File: src/rtl/uart_tx_fifo.sv
// rtl/uart_tx_fifo.sv - byte FIFO feeding an 8N1 UART transmitter (8E1 when UART_TX_PARITY_EN is defined)
module uart_tx_fifo #(
    parameter int CLOCKS_PER_BAUD = 868,
    parameter int FIFO_DEPTH      = 4
) (
    input  logic       clk,
    input  logic       rst_n,
    input  logic [7:0] axiid,
    input  logic       axiiv,
    output logic       axiir,
    output logic       tx,
    output logic       busy
);

    localparam int BW = $clog2(CLOCKS_PER_BAUD);
    localparam int AW = $clog2(FIFO_DEPTH);
    localparam logic [BW-1:0] BAUD_LAST  = BW'(CLOCKS_PER_BAUD - 1);
    localparam logic [AW:0]   FULL_COUNT = (AW+1)'(FIFO_DEPTH);

`ifdef UART_TX_PARITY_EN
    typedef enum logic [2:0] {IDLE, START, DATA, PARITY, STOP} state_t;
`else
    typedef enum logic [1:0] {IDLE, START, DATA, STOP} state_t;
`endif

    logic [7:0]    mem [FIFO_DEPTH];
    logic [AW-1:0] wr_ptr;
    logic [AW-1:0] rd_ptr;
    logic [AW:0]   count;
    logic [AW:0]   count_next;
    state_t        state;
    logic [BW-1:0] baud;
    logic [2:0]    bit_idx;
    logic [7:0]    shift_reg;
`ifdef UART_TX_PARITY_EN
    logic          parity_bit;
`endif
    logic          push;
    logic          pop;
    logic          fifo_empty;
    logic          baud_wrap;
    logic          idle_next;
    logic          tx_next;

    always_comb begin
        push       = axiiv && axiir;
        fifo_empty = (count == '0);
        baud_wrap  = (baud == BAUD_LAST);
        // Both pop points coincide with the points where the FSM could fall back to IDLE.
        pop        = !fifo_empty && ((state == IDLE) || ((state == STOP) && baud_wrap));
        idle_next  = fifo_empty && ((state == IDLE) || ((state == STOP) && baud_wrap));
        count_next = count + (AW+1)'(push) - (AW+1)'(pop);
        tx_next    = 1'b1;
        case (state)
            START:   tx_next = 1'b0;
            DATA:    tx_next = shift_reg[0];
`ifdef UART_TX_PARITY_EN
            PARITY:  tx_next = parity_bit;
`endif
            default: tx_next = 1'b1;
        endcase
    end

    always_ff @(posedge clk) begin
        if (push) begin
            mem[wr_ptr] <= axiid;
        end
    end

    always_ff @(posedge clk or negedge rst_n) begin
        if (!rst_n) begin
            wr_ptr     <= '0;
            rd_ptr     <= '0;
            count      <= '0;
            state      <= IDLE;
            baud       <= '0;
            bit_idx    <= '0;
            shift_reg  <= '0;
`ifdef UART_TX_PARITY_EN
            parity_bit <= 1'b0;
`endif
            tx         <= 1'b1;
            axiir      <= 1'b0;
            busy       <= 1'b0;
        end else begin
            if (push) begin
                wr_ptr <= wr_ptr + AW'(1);
            end
            if (pop) begin
                rd_ptr <= rd_ptr + AW'(1);
            end
            count <= count_next;
            // One dead cycle after each accept so a registered producer is never sampled twice.
            axiir <= !push && (count_next != FULL_COUNT);
            busy  <= (count_next != '0) || !idle_next;
            tx    <= tx_next;

            case (state)
                IDLE: begin
                    if (!fifo_empty) begin
                        shift_reg  <= mem[rd_ptr];
`ifdef UART_TX_PARITY_EN
                        parity_bit <= ^mem[rd_ptr];
`endif
                        baud       <= '0;
                        state      <= START;
                    end
                end
                START: begin
                    if (baud_wrap) begin
                        baud    <= '0;
                        bit_idx <= '0;
                        state   <= DATA;
                    end else begin
                        baud <= baud + BW'(1);
                    end
                end
                DATA: begin
                    if (baud_wrap) begin
                        baud      <= '0;
                        shift_reg <= shift_reg >> 1;
                        if (bit_idx == 3'd7) begin
`ifdef UART_TX_PARITY_EN
                            state <= PARITY;
`else
                            state <= STOP;
`endif
                        end else begin
                            bit_idx <= bit_idx + 3'd1;
                        end
                    end else begin
                        baud <= baud + BW'(1);
                    end
                end
`ifdef UART_TX_PARITY_EN
                PARITY: begin
                    if (baud_wrap) begin
                        baud  <= '0;
                        state <= STOP;
                    end else begin
                        baud <= baud + BW'(1);
                    end
                end
`endif
                STOP: begin
                    if (baud_wrap) begin
                        baud <= '0;
                        if (!fifo_empty) begin
                            shift_reg  <= mem[rd_ptr];
`ifdef UART_TX_PARITY_EN
                            parity_bit <= ^mem[rd_ptr];
`endif
                            state      <= START;
                        end else begin
                            state <= IDLE;
                        end
                    end else begin
                        baud <= baud + BW'(1);
                    end
                end
                default: state <= IDLE;
            endcase
        end
    end

endmodule

File: config.mk
export PLATFORM = sky130hd
export DESIGN_NAME = uart_tx_fifo
export DESIGN_NICKNAME = d
export VERILOG_FILES = /design/src/rtl/uart_tx_fifo.sv
export SDC_FILE = /design/constraint.sdc
export NUM_CORES = 1
export LEC_CHECK = 0
export CAP_MARGIN = 20
export CORE_ASPECT_RATIO = 2
export CORE_MARGIN = 4
export CORE_UTILIZATION = 55
export CTS_CLUSTER_DIAMETER = 150
export DETAILED_ROUTE_END_ITERATION = 6
export PLACE_DENSITY_LB_ADDON = 0.05
export SYNTH_ARGS = -nofsm -noshare
export SYNTH_HDL_FRONTEND = slang
export SYNTH_SLANG_ARGS = --single-unit
File: constraint.sdc
create_clock -name clk -period 7.05 [get_ports clk]
set_input_delay 2.115 -clock clk [delete_from_list [all_inputs] [get_ports clk]]
set_output_delay 2.115 -clock clk [all_outputs]
set_load 0.01 [all_outputs]
### Word-level counts from Yosys, hierarchy flattened

Memory sizes are Yosys's and may differ from the RTL's.
Cells that the tools add are included.

* register bits after elaboration: 33
* RAM bits: 32
* input bits: 11
* output and inout port bits: 3
* logic and storage cells: 69
* memories kept: 1

* add/sub/neg operators: 6
* equal/unequal tests: 12
* multiplexer cells: 21
* reductions and logical operators: 19

Memory list
* mem: depth 4, width 8, read ports 1, clocked after Yosys merged registers in 0, write ports 1, RTL line 26 `logic [7:0] mem [FIFO_DEPTH];`

Operators by type and width (number)
* $mux 8: 3
* $pmux 8 s3: 1
* $mux 10: 2
* $pmux 10 s2: 1
* $ne 2x2->1 const B: 6
* $add 10x1->10 const B: 1
* $eq 10x10->1 const B: 1
* $mux 2: 5
* $mux 3: 3
* $pmux 2 s4: 1
* $pmux 3 s2: 1
* $reduce_bool 3->1: 2
* $logic_and 1x1->1: 5
* $reduce_and 5->1: 1
* $add 2x1->2 const B: 2
* $eq 2x2->1 const B: 2
* $reduce_and 4->1: 1
* $add 3x1->3: 1
* $add 3x1->3 const B: 1
* $eq 3x3->1 const B: 1
* $logic_not 1->1: 3
* $logic_not 3->1: 1
* $mux 1: 3
* $ne 3x3->1 const B: 1
* 8 further kinds: 9

### Longest topological paths before layout

Gate-level depths: netlist (run 1).

* depth in word-level cells: 7
* mapped depth: 12
* mapped depth without buffers: 12

### Worst setup path after synthesis (run 1)

Ideal clock, no wire load.

* kind: in2reg
* from: in axiiv
* to: reg axiir
* library setup time: 132 ps
* data arrival time: 3499 ps
* required time: 6918 ps
* path slack: 3419 ps
* stages: 8
* path buffers: 0
* cell sequence: nand2_1 > ha_1 > inv_1 > ha_1 > fa_1 > xor2_1 > xnor2_1 > a21boi_0

* cells in the longest elaborated chain, start to end: 5
* elaborated cells between the ends (all ways): 6
* those cells by class: 2 x add/sub; 1 x eq/ne; 3 x reduce/logical

RTL lines
* start, declared: RTL line 9 `input logic axiiv,`
* $logic_and 1x1->1: RTL line 46 `push = axiiv && axiir;`
* $add 3x1->3: RTL line 52 `count_next = count + (AW+1)'(push) - (AW+1)'(pop);`
* $sub 3x1->3: RTL line 52
* via count_next[2]: RTL line 30 `logic [AW:0] count_next;`
* $ne 3x3->1: RTL line 94 `axiir <= !push && (count_next != FULL_COUNT);`
* $logic_and 1x1->1: RTL line 94
* end signal, assigned: RTL line 94
* end, declared: RTL line 10 `output logic axiir,`

The timed path passes the listed nets, and every way through them passes these cells.
A chain may end at the register's enable or synchronous reset.

### Worst setup path after layout (run 1)

Same ends and word-level chain as after synthesis.

==> insert_results.sql, run 1 <==
INSERT INTO impl_metrics (metric_group, metric, value, unit) VALUES
('synth', 'netlist_area', '3000', 'sq um'),
('synth', 'netlist_top_cells_count', 'nand2_1, dfrtp_1, edfxtp_1', ''),
('placed_design', 'routabilityCongestion', '0.818', ''),
('power', 'intPower', '0.668', 'mW'),
('setup_path', 'path_delay_family', 'adder cells', ''),
('placed_design', 'port_buffers', '13', ''),
('drt', 'route.final.wire_length', '5160', 'um'),
('sta', 'finalSetupViolCount', '0', ''),
('setup_path', 'start_kind', 'input port', ''),
('synth', 'synthArstFlopShare', '50.8', '%'),
('power', 'pwr-share-clk', '33.5', '%'),
('clocking', 'path_clk_slew', '0.08', 'ns'),
('layout', 'final_cells', '305', ''),
('clocking', 'postCtsHoldBufs', '0', ''),
('layout', 'antenna_cells', '0', ''),
('drt', 'avgRoutedWirePerCell', '16.9', 'um'),
('sta', 'min_period_over_period', '57.4', '%'),
('power', 'seqPwrFrac', '52.8', '%'),
('setup_path', 'cpPeakStageDelay', '0.53', 'ns'),
('power', 'p_switching', '0.241', 'mW'),
('synth', 'netlist_instances', '223', ''),
('power', 'power.switching_fraction', '26.5', '%'),
('clocking', 'cts_inserted_buffers', '9', ''),
('clocking', 'cts_resized', '0', ''),
('placed_design', 'numPlacedInstances', '288', ''),
('synth', 'synth_nets', '249', ''),
('grt', 'grt_pass1_wl', '9000', 'um'),
('grt', 'grt_start_max_net_pins', '34', ''),
('floorplanning', 'die_width', '60.2', 'um'),
('synth', 'seq_area_frac_synth', '59.6', '%'),
('grt', 'number_of_global_route_vias_before_repair', '1945', ''),
('layout', 'final_net_count', '268', ''),
('drt', 'remaining_drc_errors', '0', ''),
('floorplanning', 'die_height', '112', 'um'),
('floorplanning', 'initial_cell_density_of_the_core', '57.3', '%'),
('clocking', 'clock_path_buffers', '2', ''),
('setup_path', 'crit_path_top_delay_cell', 'clkdlybuf4s50_1', ''),
('setup_path', 'startpoint', 'axiiv', ''),
('layout', 'fraction_of_layout_instances_using_a_drive_strength_above_1', '15.4', '%'),
('sta', 'rsz_0062_raised_after_global_routing', 'no', ''),
('setup_path', 'reg2reg_from', 'baud[0]', ''),
('drt', 'via_count', '1732', ''),
('clocking', 'post-cts-setup-buffer-count', '0', ''),
('setup_path', 'critical_path_class', 'in -> reg', ''),
('worst_hold_path', 'min_path_type', 'reg -> reg', ''),
('drt', 'detailedRoute.firstIterationViolations', '69', ''),
('power', 'p_leak', '1.38', 'nW'),
('sta', 'post_route_clock_skew', '0.00987', 'ns'),
('synth', 'avgSynthCellArea', '13.4', 'sq um'),
('power', 'power_density_normalized_to_cell_area', '269', 'nW/um^2'),
('setup_path', 'worst-r2r-cell-count', '11', ''),
('run_status', 'run_status', 'finished, final reports clean', ''),
('placed_design', 'total_half_perimeter_wirelength_after_legalization_and_detailed_placement', '3820', 'um'),
('synth', 'synth.top_cells.by_area', 'edfxtp_1, dfrtp_1, mux4_2', ''),
('layout', 'number_of_flip_flops_in_the_largest_register', '32', ''),
('setup_path', 'critical_path_peak_fanout', '5', ''),
('layout', 'count_of_filler_cells_inserted_in_the_layout', '407', ''),
('synth', 'synth_largest_type_area_fraction', '32.1', '%'),
('drt', 'routed_via_density', '5.68', ''),
('drt', 'ant_nets', '0', ''),
('layout', 'area_delta_synth_final', '12.7', '%'),
('setup_path', 'timing.critical_path.depth', '9', ''),
('setup_path', 'reg2reg_to', 'axiir', ''),
('power', 'power.share.combinational', '13.8', '%'),
('grt', 'grt_overflow', '0', ''),
('sta', 'final-max-slew-violation-count', '0', ''),
('clocking', 'cts_root_buffer', 'clkbuf_8', ''),
('synth', 'synthDominantAreaCellType', 'edfxtp_1', ''),
('synth', 'synth-seq-cells', '65', ''),
('clocking', 'ctsHtreeMaxLevel', '3', ''),
('grt', 'grt_antenna_before_repair', '0', '');
[worst min-delay path: cells and delay by family (launching register included)]
kind	cells	cell delay, ns
compound gates	1	0.07
flops	1	0.35
simple gates	1	0.06
[power groups by stage]
stage	clock network (mW)	logic [mW]	registers, mW
global route	0.328	0.139	0.485
finish	0.304	0.125	0.480
floorplan	0	0.0813	0.478
detailed placement	0	0.126	0.487
CTS	0.313	0.127	0.480
global placement	0	0.115	0.483
[final cells by class]
class                   instances  area [sq um]  share of cell area [%]
flip-flops and latches         65          1790                    52.9
well taps                      58          72.6                    2.15
multi-input cells             139          1130                    33.6
repair buffers                 15           145                    4.29
clock buffers                   9           124                    3.67
inverters                      12          45.0                    1.33
clock inverters                 7          70.1                    2.07
[metrics by stage]
step / cell area (sq um) / utilization (%) / hold WS, ns / setup slack [ns] / total power [mW]
floorplan: 3000 / - / 0.457 / 3.42 / 0.560
global placement: 3180 / 60.8 / 0.478 / 2.85 / 0.597
global route: 3380 / 64.6 / 0.539 / 2.99 / 0.953
finish: 3380 / 64.6 / 0.513 / 3.00 / 0.909
detailed placement: 3180 / 60.8 / 0.476 / 2.66 / 0.613
CTS: 3370 / 64.5 / 0.512 / 3.04 / 0.920
[routing by layer]
layer / up-vias / share of wire (%) / GRT usage, %
met5: - / 0 / 0
li1: 847 / - / -
met1: 863 / 36 / 19.2
met4: 0 / 1.8 / 8.58
met2: 15 / 60 / 32.3
met3: 7 / 1.9 / 3.91
[cells in the final DEF, fill, tap and decap left out, types with 4 or more instances in the layout]
cell type / instances
nand2_1: 33
dfrtp_1: 32
edfxtp_1: 32
ha_1: 14
clkdlybuf4s50_1: 13
inv_1: 12
nor2_1: 9
clkbuf_8: 9
o21ai_0: 8
mux4_2: 8
xnor2_1: 7
mux2_4: 7
nor3_1: 4
and3_1: 4
a21oi_1: 4
nand3_1: 4
[cell families (layout without fill, tap and decap cells)]
group	after synthesis	count (layout)	share of synthesized area (%)
muxes	20	20	11.3
and+or+nand+nor	70	70	11.5
AOI/OAI and AO/OA	24	24	5.47
buffers and inverters	19	43	2.71
xor gates and xnor gates	10	10	2.92
adders and majority gates	15	15	6.51
DFF	65	65	59.6
[how the worst min path moves through the flow]
| stage | from | endpoint | slack (ns) |
|---|---|---|---|
| 4_1_cts | shift_reg[0] | tx | 0.51 |
| 2_1_floorplan | shift_reg[0] | tx | 0.46 |
| 6_report | shift_reg[0] | tx | 0.51 |
| 5_1_grt | shift_reg[6] | shift_reg[6] | 0.54 |
| 3_5_place_dp | shift_reg[0] | tx | 0.48 |
| 3_3_place_gp | shift_reg[0] | tx | 0.48 |
No activity file was read; power rests on OpenSTA's default activity.
==> inputs of run 2 (changes only) <==
--- a/config.mk
+++ b/config.mk
@@ -8,7 +8,7 @@
 export CAP_MARGIN = 20
 export CORE_ASPECT_RATIO = 2
 export CORE_MARGIN = 4
-export CORE_UTILIZATION = 55
+export CORE_UTILIZATION = 54
 export CTS_CLUSTER_DIAMETER = 150
 export DETAILED_ROUTE_END_ITERATION = 6
 export PLACE_DENSITY_LB_ADDON = 0.05
==> constraint.sdc (replaced) <==
create_clock -name clk -period 3.4 [get_ports clk]
set_input_delay 1.02 -clock clk [delete_from_list [all_inputs] [get_ports clk]]
set_output_delay 1.02 -clock clk [all_outputs]
set_load 0.01 [all_outputs]
==> insert_results.sql, run 2 (synthesized netlist as in run 1, its figures left out) <==
INSERT INTO impl_metrics (metric_group, metric, value, unit) VALUES
('run_status', 'run_status', 'finished, final reports clean', ''),
('setup_path', 'data_arrival_at_the_endpoint_of_the_critical_path', '3.11', 'ns'),
('sta', 'fmax', '347', 'MHz'),
('layout', 'fraction_of_layout_instances_using_a_drive_strength_above_1', '15.7', '%'),
('clocking', 'post-cts-setup-buffer-count', '0', ''),
('sta', 'tightest_slew', '0.628', 'ns'),
('worst_hold_path', 'min_path_type', 'reg -> reg', ''),
('layout', 'layout_commonest_cell', 'nand2_1', ''),
('setup_path', 'cp-end-kind', 'flop', ''),
('floorplanning', 'initial_cell_density_of_the_core', '55.3', '%'),
('setup_path', 'critical_path_peak_fanout', '5', ''),
('placed_design', 'port_buffers', '13', ''),
('clocking', 'cts_root_buffer', 'clkbuf_8', ''),
('placed_design', 'routabilityCongestion', '0.814', ''),
('grt', 'grt_pass1_wl', '9450', 'um'),
('sta', 'fin_setup_tns', '0', 'ns'),
('sta', 'number_of_hold_violations_in_the_final_report', '0', ''),
('clocking', 'postCtsHoldBufs', '0', ''),
('sta', 'slew_headroom', '57.7', '%'),
('flow_run', 'max_cap_violations', '0', ''),
('floorplanning', 'die_width', '60.7', 'um'),
('clocking', 'cts_inserted_buffers', '9', ''),
('setup_path', 'start_kind', 'input port', ''),
('setup_path', 'path_delay_family', 'adder cells', ''),
('power', 'p_leak', '1.42', 'nW'),
('power', 'vdd_drop_max', '0.000572', 'V'),
('sta', 'post_route_clock_skew', '0.0122', 'ns'),
('grt', 'grt_start_max_net_pins', '34', ''),
('grt', 'grt_usage', '19.2', '%'),
('layout', 'number_of_flip_flops_in_the_largest_register', '32', ''),
('setup_path', 'cpMostUsedCell', 'ha_1', ''),
('setup_path', 'worst-r2r-cell-count', '11', ''),
('setup_path', 'cpPeakStageDelay', '0.54', 'ns'),
('sta', 'finalWorstSetupSlack', '0.516', 'ns'),
('floorplanning', 'placeableCoreArea', '5420', 'sq um'),
('setup_path', 'crit_path_top_delay_cell', 'clkdlybuf4s50_1', ''),
('floorplanning', 'fp.dieArea', '6880', 'sq um'),
('drt', 'drt_first_pass_iters', '4', ''),
('sta', 'final-max-slew-violation-count', '0', ''),
('drt', 'remaining_drc_errors', '0', ''),
('placed_design', 'post-place-ws', '0.118', 'ns'),
('setup_path', 'timing.critical_path.depth', '9', ''),
('drt', 'avgRoutedWirePerCell', '17.8', 'um'),
('floorplanning', 'die_height', '113', 'um'),
('layout', 'final_net_count', '269', ''),
('grt', 'number_of_global_route_vias_before_repair', '2031', ''),
('placed_design', 'total_half_perimeter_wirelength_after_legalization_and_detailed_placement', '3980', 'um'),
('clocking', 'clkSinkCount', '65', ''),
('setup_path', 'cp.required', '3.63', 'ns'),
('grt', 'grt_overflow', '0', ''),
('sta', 'finalHoldWorstSlack', '0.514', 'ns'),
('clocking', 'tritoncts', 'yes', ''),
('drt', 'via_count', '1770', ''),
('clocking', 'path_clk_slew', '0.07', 'ns'),
('sta', 'finalSetupViolCount', '0', ''),
('sta', 'fin_crit', '2.88', 'ns'),
('clocking', 'cts_resized', '0', ''),
('power', 'power_density_normalized_to_cell_area', '615', 'nW/um^2'),
('sta', 'rsz_0062_raised_after_global_routing', 'no', ''),
('setup_path', 'crit_chain', 'clkdlybuf4s50_1, nand2_1, ha_1, inv_1, ha_1, fa_1, xor2_1, xnor2_1, a21boi_0', ''),
('drt', 'route.final.wire_length', '5490', 'um'),
('setup_path', 'cp_num_buf_inv', '2', ''),
('worst_hold_path', 'number_of_cells_on_the_worst_hold_path', '2', ''),
('setup_path', 'critical_path_class', 'in -> reg', ''),
('grt', 'grt_antenna_before_repair', '0', ''),
('layout', 'area_delta_synth_final', '15.5', '%'),
('clocking', 'clock_network_latency_to_the_later_pin_of_the_worst_skew_pair', '0.36', 'ns'),
('clocking', 'ctsHtreeMaxLevel', '3', ''),
('layout', 'mostFrequentLayoutCells', 'nand2_1, dfrtp_1, edfxtp_1', ''),
('floorplanning', 'top_level_ports', '14', ''),
('drt', 'ant_nets', '0', ''),
('clocking', 'clock_path_buffers', '2', ''),
('floorplanning', 'rows', '38', ''),
('sta', 'min_period_over_period', '84.8', '%'),
('layout', 'antenna_cells', '0', ''),
('drt', 'detailedRoute.firstIterationViolations', '54', ''),
('drt', 'routed_via_density', '5.75', '');
## run 2: changes by cell type in the layout (fill, tap and decap cells not counted)
cell / previous run / this run
bufinv_16: 1 / 4
clkinv_4: 2 / 0
buf_4: 2 / 3
clkbuf_8: 9 / 10
clkinv_2: 2 / 1
inv_6: 1 / 0
## run 2: worst paths after layout
| check | start | end | slack, ns |
|---|---|---|---|
| max | axiiv | axiir | 0.52 |
| min | shift_reg[0] | tx | 0.51 |
| max reg2reg | baud[0] | axiir | 0.55 |
| min reg2reg | shift_reg[0] | tx | 0.51 |
| max in group asynchronous | rst_n | tx | 1.99 |
| min in group asynchronous | rst_n | state[1] | 1.06 |
## run 2: worst register-to-register path: stages, from the launching register on
cell and delay (ns):
dfrtp_1 0.40, ha_1 0.27, nand4b_1 0.17, o41a_1 0.45
nor2_1 0.17, ha_1 0.14, inv_1 0.04, ha_1 0.18
fa_1 0.38, xor2_1 0.23, xnor2_1 0.17, a21boi_0 0.11
## run 2: area by class of cell
class,count,area [sq um]
Fill cell,437,1960
Sequential cell,65,1790
Multi-Input combinational cell,139,1130
Timing Repair Buffer,16,153
Clock buffer,10,138
Clock inverter,6,129
Tap cell,60,75.1
Inverter,12,45.0
## run 2: metal layers
metal / wire [um] / GRT usage, %
met2: 3220 / 34.0
met5: 0 / 0
met4: 164 / 11.4
met3: 152 / 4.30
met1: 1960 / 19.3
## run 2: report_power, final
part	switching [mW]	internal, mW	total [mW]
registers	0.0618	0.934	0.996
logic	0.144	0.118	0.261
clock network	0.294	0.577	0.871
## run 2: through the flow
step | instance area, sq um | instances | utilization (%) | power, mW
floorplan | 3000 | 223 | - | 1.16
global placement | 3200 | 292 | 59.0 | 1.25
detailed placement | 3200 | 292 | 59.0 | 1.28
CTS | 3460 | 308 | 63.9 | 2.16
global route | 3460 | 308 | 63.9 | 2.22
finish | 3460 | 308 | 63.9 | 2.13
